[src/rtl/icebus_status_decoder.sv]
// icebus_status_decoder: motor-link frame parser (sync hunt, CRC-16/CCITT-FALSE check, field decode, link counters).
// Optional inter-byte timeout enabled by defining ICEBUS_DECODER_TIMEOUT_EN.
module icebus_status_decoder #(
  parameter int          NUMBER_OF_MOTORS = 6,
  parameter logic [31:0] SYNC_WORD        = 32'hA55AA55A,
  parameter int          TIMEOUT_CYCLES   = 5000
) (
  input  logic        clk,
  input  logic        reset,
  input  logic        rx_valid,
  input  logic [7:0]  rx_data,
  input  logic        rx_break,
  output logic        upd_valid,
  output logic [7:0]  upd_motor,
  output logic [31:0] upd_enc0_pos,
  output logic [31:0] upd_enc1_pos,
  output logic [31:0] upd_enc0_vel,
  output logic [31:0] upd_enc1_vel,
  output logic [31:0] upd_cur1,
  output logic [31:0] upd_cur2,
  output logic [31:0] upd_cur3,
  output logic [31:0] upd_error_code,
  output logic [15:0] upd_crc,
  output logic        err_valid,
  output logic [1:0]  err_code,
  output logic [15:0] good_frames,
  output logic [15:0] bad_frames
);
  typedef enum logic [2:0] {HUNT, PAYLOAD, CRC_HI, CRC_LO, CHECK} state_t;
  localparam logic [7:0] MAX_ID = 8'(NUMBER_OF_MOTORS);
  state_t state, state_n;
  logic [31:0] hist, hist_n;
  logic [215:0] shadow;
  logic [15:0] crc, crc_rx;
  logic [4:0] cnt;
  logic in_frame, abort, timeout, bad_id, bad_crc, ev_good, ev_err;
  logic [1:0] ev_code;
  function automatic logic [15:0] crc_step(input logic [15:0] c, input logic [7:0] d);
    logic [15:0] r;
    r = c ^ {d, 8'h00};
    for (int i = 0; i < 8; i++) r = r[15] ? ({r[14:0], 1'b0} ^ 16'h1021) : {r[14:0], 1'b0};
    return r;
  endfunction
`ifdef ICEBUS_DECODER_TIMEOUT_EN
  logic [31:0] gap;
  assign timeout = in_frame && !rx_valid && gap == 32'(TIMEOUT_CYCLES - 1);
  always_ff @(posedge clk or posedge reset)
    if (reset) gap <= '0;
    else gap <= (!in_frame || rx_valid) ? '0 : gap + 32'd1;
`else
  assign timeout = 1'b0;
`endif
  always_ff @(posedge clk or posedge reset)
    if (reset) state <= HUNT;
    else state <= state_n;
  always_comb begin
    hist_n   = {hist[23:0], rx_data};
    in_frame = state == PAYLOAD || state == CRC_HI || state == CRC_LO;
    abort    = in_frame && (rx_break || timeout);
    bad_id   = shadow[215:208] >= MAX_ID;
    bad_crc  = crc != crc_rx;
    ev_good  = state == CHECK && !bad_id && !bad_crc;
    ev_err   = abort || (state == CHECK && (bad_id || bad_crc));
    ev_code  = abort ? 2'd3 : bad_id ? 2'd2 : 2'd1;
    state_n  = state;
    case (state)
      HUNT:    state_n = (rx_valid && !rx_break && hist_n == SYNC_WORD) ? PAYLOAD : HUNT;
      PAYLOAD: state_n = (rx_valid && cnt == 5'd26) ? CRC_HI : PAYLOAD;
      CRC_HI:  state_n = rx_valid ? CRC_LO : CRC_HI;
      CRC_LO:  state_n = rx_valid ? CHECK : CRC_LO;
      default: state_n = HUNT;
    endcase
    if (abort) state_n = HUNT;
  end
  always_ff @(posedge clk or posedge reset)
    if (reset) begin
      hist           <= '0;
      shadow         <= '0;
      crc            <= 16'hFFFF;
      crc_rx         <= '0;
      cnt            <= '0;
      upd_valid      <= 1'b0;
      upd_motor      <= '0;
      upd_enc0_pos   <= '0;
      upd_enc1_pos   <= '0;
      upd_enc0_vel   <= '0;
      upd_enc1_vel   <= '0;
      upd_cur1       <= '0;
      upd_cur2       <= '0;
      upd_cur3       <= '0;
      upd_error_code <= '0;
      upd_crc        <= '0;
      err_valid      <= 1'b0;
      err_code       <= '0;
      good_frames    <= '0;
      bad_frames     <= '0;
    end else begin
      upd_valid <= ev_good;
      err_valid <= ev_err;
      // history is only meaningful while hunting; it stays clear for the whole frame
      if (state == HUNT)
        hist <= (rx_break || (rx_valid && hist_n == SYNC_WORD)) ? '0 : rx_valid ? hist_n : hist;
      if (state == HUNT) begin
        crc <= 16'hFFFF;
        cnt <= '0;
      end else if (state == PAYLOAD && rx_valid && !abort) begin
        shadow <= {shadow[207:0], rx_data};
        crc    <= crc_step(crc, rx_data);
        cnt    <= cnt + 5'd1;
      end
      if ((state == CRC_HI || state == CRC_LO) && rx_valid && !abort) crc_rx <= {crc_rx[7:0], rx_data};
      if (ev_err) err_code <= ev_code;
      if (ev_good) begin
        upd_motor      <= shadow[215:208];
        upd_enc0_pos   <= shadow[207:176];
        upd_enc1_pos   <= shadow[175:144];
        upd_enc0_vel   <= shadow[143:112];
        upd_enc1_vel   <= shadow[111:80];
        upd_cur1       <= {{16{shadow[79]}}, shadow[79:64]};
        upd_cur2       <= {{16{shadow[63]}}, shadow[63:48]};
        upd_cur3       <= {{16{shadow[47]}}, shadow[47:32]};
        upd_error_code <= shadow[31:0];
        upd_crc        <= crc_rx;
      end
      good_frames <= good_frames + {15'd0, ev_good && good_frames != 16'hFFFF};
      bad_frames  <= bad_frames + {15'd0, ev_err && bad_frames != 16'hFFFF};
    end
endmodule

[config.mk]
export PLATFORM = sky130hd
export DESIGN_NAME = icebus_status_decoder
export DESIGN_NICKNAME = d
export VERILOG_FILES = /design/src/rtl/icebus_status_decoder.sv
export SDC_FILE = /design/constraint.sdc
export NUM_CORES = 1
export LEC_CHECK = 0
export CAP_MARGIN = 10
export CORE_AREA = 2 2 271 273
export CTS_BUF_LIST = sky130_fd_sc_hd__clkbuf_8 sky130_fd_sc_hd__clkbuf_16
export CTS_CLUSTER_DIAMETER = 100
export DETAILED_ROUTE_END_ITERATION = 10
export DIE_AREA = 0 0 273 275
export MAX_ROUTING_LAYER = met4
export SETUP_SLACK_MARGIN = 0.1
export SLEW_MARGIN = 30
export SYNTH_ARGS = -nofsm -noshare
export SYNTH_HDL_FRONTEND = slang
export SYNTH_SLANG_ARGS = --single-unit
export TNS_END_PERCENT = 10
[constraint.sdc]
create_clock -name clk -period 29.5 [get_ports clk]
set_clock_uncertainty 0.05 [all_clocks]
set_input_delay 5.9 -clock clk [delete_from_list [all_inputs] [get_ports clk]]
set_output_delay 5.9 -clock clk [all_outputs]
set_load 0.02 [all_outputs]
==> impl_metrics.toml <==
[drt]
drc = 0
firstDrtPassIters = 5
vias_per_cell = 4.48
drt-initial-drc-count = 987
wl_um = 52500
wl_per_cell_um = 16.9
ant_nets = 0
num_vias = 13900

[timing]
relSlewSlack_pct = 30.4
final_max_slew_viol_count = 0
min_period_ps = 8310
hold_viol = 0
fmax_mhz = 120
tns_ps = 0
setup_viol = 0
rsz0062_at_grt = "false"
fin_ws_ps = 21190
whs_ps = 431
timing.final.crit_share_pct = 28.2
tightest_slew_ps = 1040

[synthesis]
async_flop_share_pct = 100
avgSynthCellArea_um2 = 11.7
ys_ff_latch = 548
netlist.area_leader.share_pct = 62.0
yosys.area.top_type = "dfrtp_1"
synthesis.area_mm2 = 0.0215
synth_top_cells_by_count = "nand2_1, dfrtp_1, mux2_2, mux2_1, buf_4"
synth-edff-count = 0
synth_area_leaders = "dfrtp_1, nand2_1, mux2_2, mux2_1, buf_4"
synth.distinct_cells = 42
ys.flop_type = "dfrtp_1"
syn-num-nets = 1856
synthCells = 1838
ys_seq_area_share_pct = 64.0
ys.warnings.count = 0
yosysMostFrequentCell = "nand2_1"

[placed_design]
place.detailed.hpwl_um = 34100
place_ws_ps = 19780
place.gp.congestion = 0.785
io_buffers = 327
dp_cells = 3002
dpl-instance-area_mm2 = 0.0254

[critical_path]
criticalPathCategory = "in2async"
startpoint_type = "input pin"
worstPathRequired_ps = 30110
end_kind = "asynchronous set/reset pin"
worstPathMaxFanout = 85
crit_arrival_ps = 8920

[global_route]
use_met2_pct = 22.1
antenna_found_initial = 0
grt_busiest_layer = "met2"
grt_pass1_wl_um = 83200
use_met3_pct = 4.29
overflow = 0
met1_usage_pct = 18.5
grt_usage_pct = 14.3
grt_max_degree = 183
grt_pass1_vias = 14400

[power]
p_int_mw = 1.21
switching_power_uw = 324
p_leak_nw = 13.7
irDropWorstVdd_uv = 37.6
p_per_area_mw_per_mm2 = 56.1
p_seq_share_pct = 49.0
totalPowerFinal_mw = 1.54
p_comb_share_pct = 1.6
power.share.switching_pct = 21.1
p_clk_share_pct = 49.3

[cts]
clk_latency_ps = 610
postCtsSetupBuffers = 0
cts_buffer_depth = 3
clock-sinks = 548
clk_pin_slew_ps = 60
numCtsBuffers = 58
cts-htree-levels = 2
cts_root_buf = "clkbuf_16"
ctsHoldBuffers = 0
post_cts_resized = 0
cts_tree = "done"

[die]
rows = 99
start_util_pct = 29.7
dieArea_mm2 = 0.0751
core_area_mm2 = 0.0723
ios = 328
die_y_um = 275
die_w_um = 273

[finish]
post-route-util_pct = 37.9
insertedDiodeCount = 0
syn_to_final_growth_pct = 27.6
final_area_mm2 = 0.0274
layout.cells.non_filler = 3107
final_nets = 2121
drive_gt1_share_pct = 12.6

[worst_hold_path]
hp-class = "reg2reg"

[job]
maxCapViolCount = 0

[status]
status = "complete, no violations"
## flip-flops by register name (all words and copies together), names as in the netlist, 24 cells and up
register and cells:
shadow 216, upd_enc0_pos 32, upd_enc0_vel 32, upd_enc1_pos 32, upd_enc1_vel 32, upd_error_code 32
hist 24
## cell type report
class	count	area, um^2
clock buffer	75	1700
clock inverter	30	324
fill	6988	44900
inverter	4	22.5
multi-input combinational	1149	6970
sequential	548	13700
tap	959	1200
timing repair buffer	342	3450
## path summary, 6_finish.rpt
path,startpoint,end,slack [ps],cells past startpoint
setup / recovery,reset,shadow[58],21190,5
hold / removal,shadow[208],shadow[208],430,2
setup reg to reg,crc[2],upd_enc0_pos[23],25170,8
hold reg to reg,shadow[208],shadow[208],430,2
max in group clk,rx_break,bad_frames[10],21300,9
min in group asynchronous,reset,bad_frames[9],5760,2
## layer usage
metal	share of wire, %	vias to the layer above
li1	-	6484
met1	45	7048
met2	46	313
met3	7.2	79
met4	1.9	0
met5	0	-
## logic make-up after synthesis
kind of cell    synth area share, %
compound gates                 1.84
xor+xnor                       2.90
fa+ha+maj                     0.350
buf+inv                        3.68
flops                          64.0
mux                            12.7
simple gates                   14.5
## worst max-delay path, cell delays in order
cell             delay (ps)
clkdlybuf4s50_1         490
inv_8                   470
buf_6                   610
buf_6                   670
buf_6                   650
## cell usage in the layout (no fill, tap or decap), types with 2 or more instances in the layout
master,instances
and2_1,2
clkinv_8,2
inv_1,15
nor2b_1,9
a21oi_1,8
buf_4,6
o21ai_0,5
nand2_1,687
nor2_1,12
clkdlybuf4s50_1,327
o211ai_1,11
a22o_1,24
inv_8,2
xnor2_1,40
nor3_1,3
buf_6,6
nor4_1,7
nor4b_1,3
ha_1,6
dfstp_2,16
nand3_1,23
mux2_2,138
bufinv_16,6
and4_1,3
dfrtp_1,532
nor4bb_1,3
nand4_1,13
clkbuf_16,59
clkinv_2,6
mux2_1,105
clkbuf_8,16
buf_12,3
xor2_1,31
## power by group through the flow
stage	logic [mW]	registers (mW)	clock network, mW
final	0.0248	0.754	0.759
after global routing	0.0290	0.754	0.819
after CTS	0.0260	0.754	0.784
after detailed placement	0.0260	0.768	0
after global placement	0.0252	0.768	0
after floorplan	0.0164	0.768	0
Note: power is estimated with default switching activity, not from simulation.
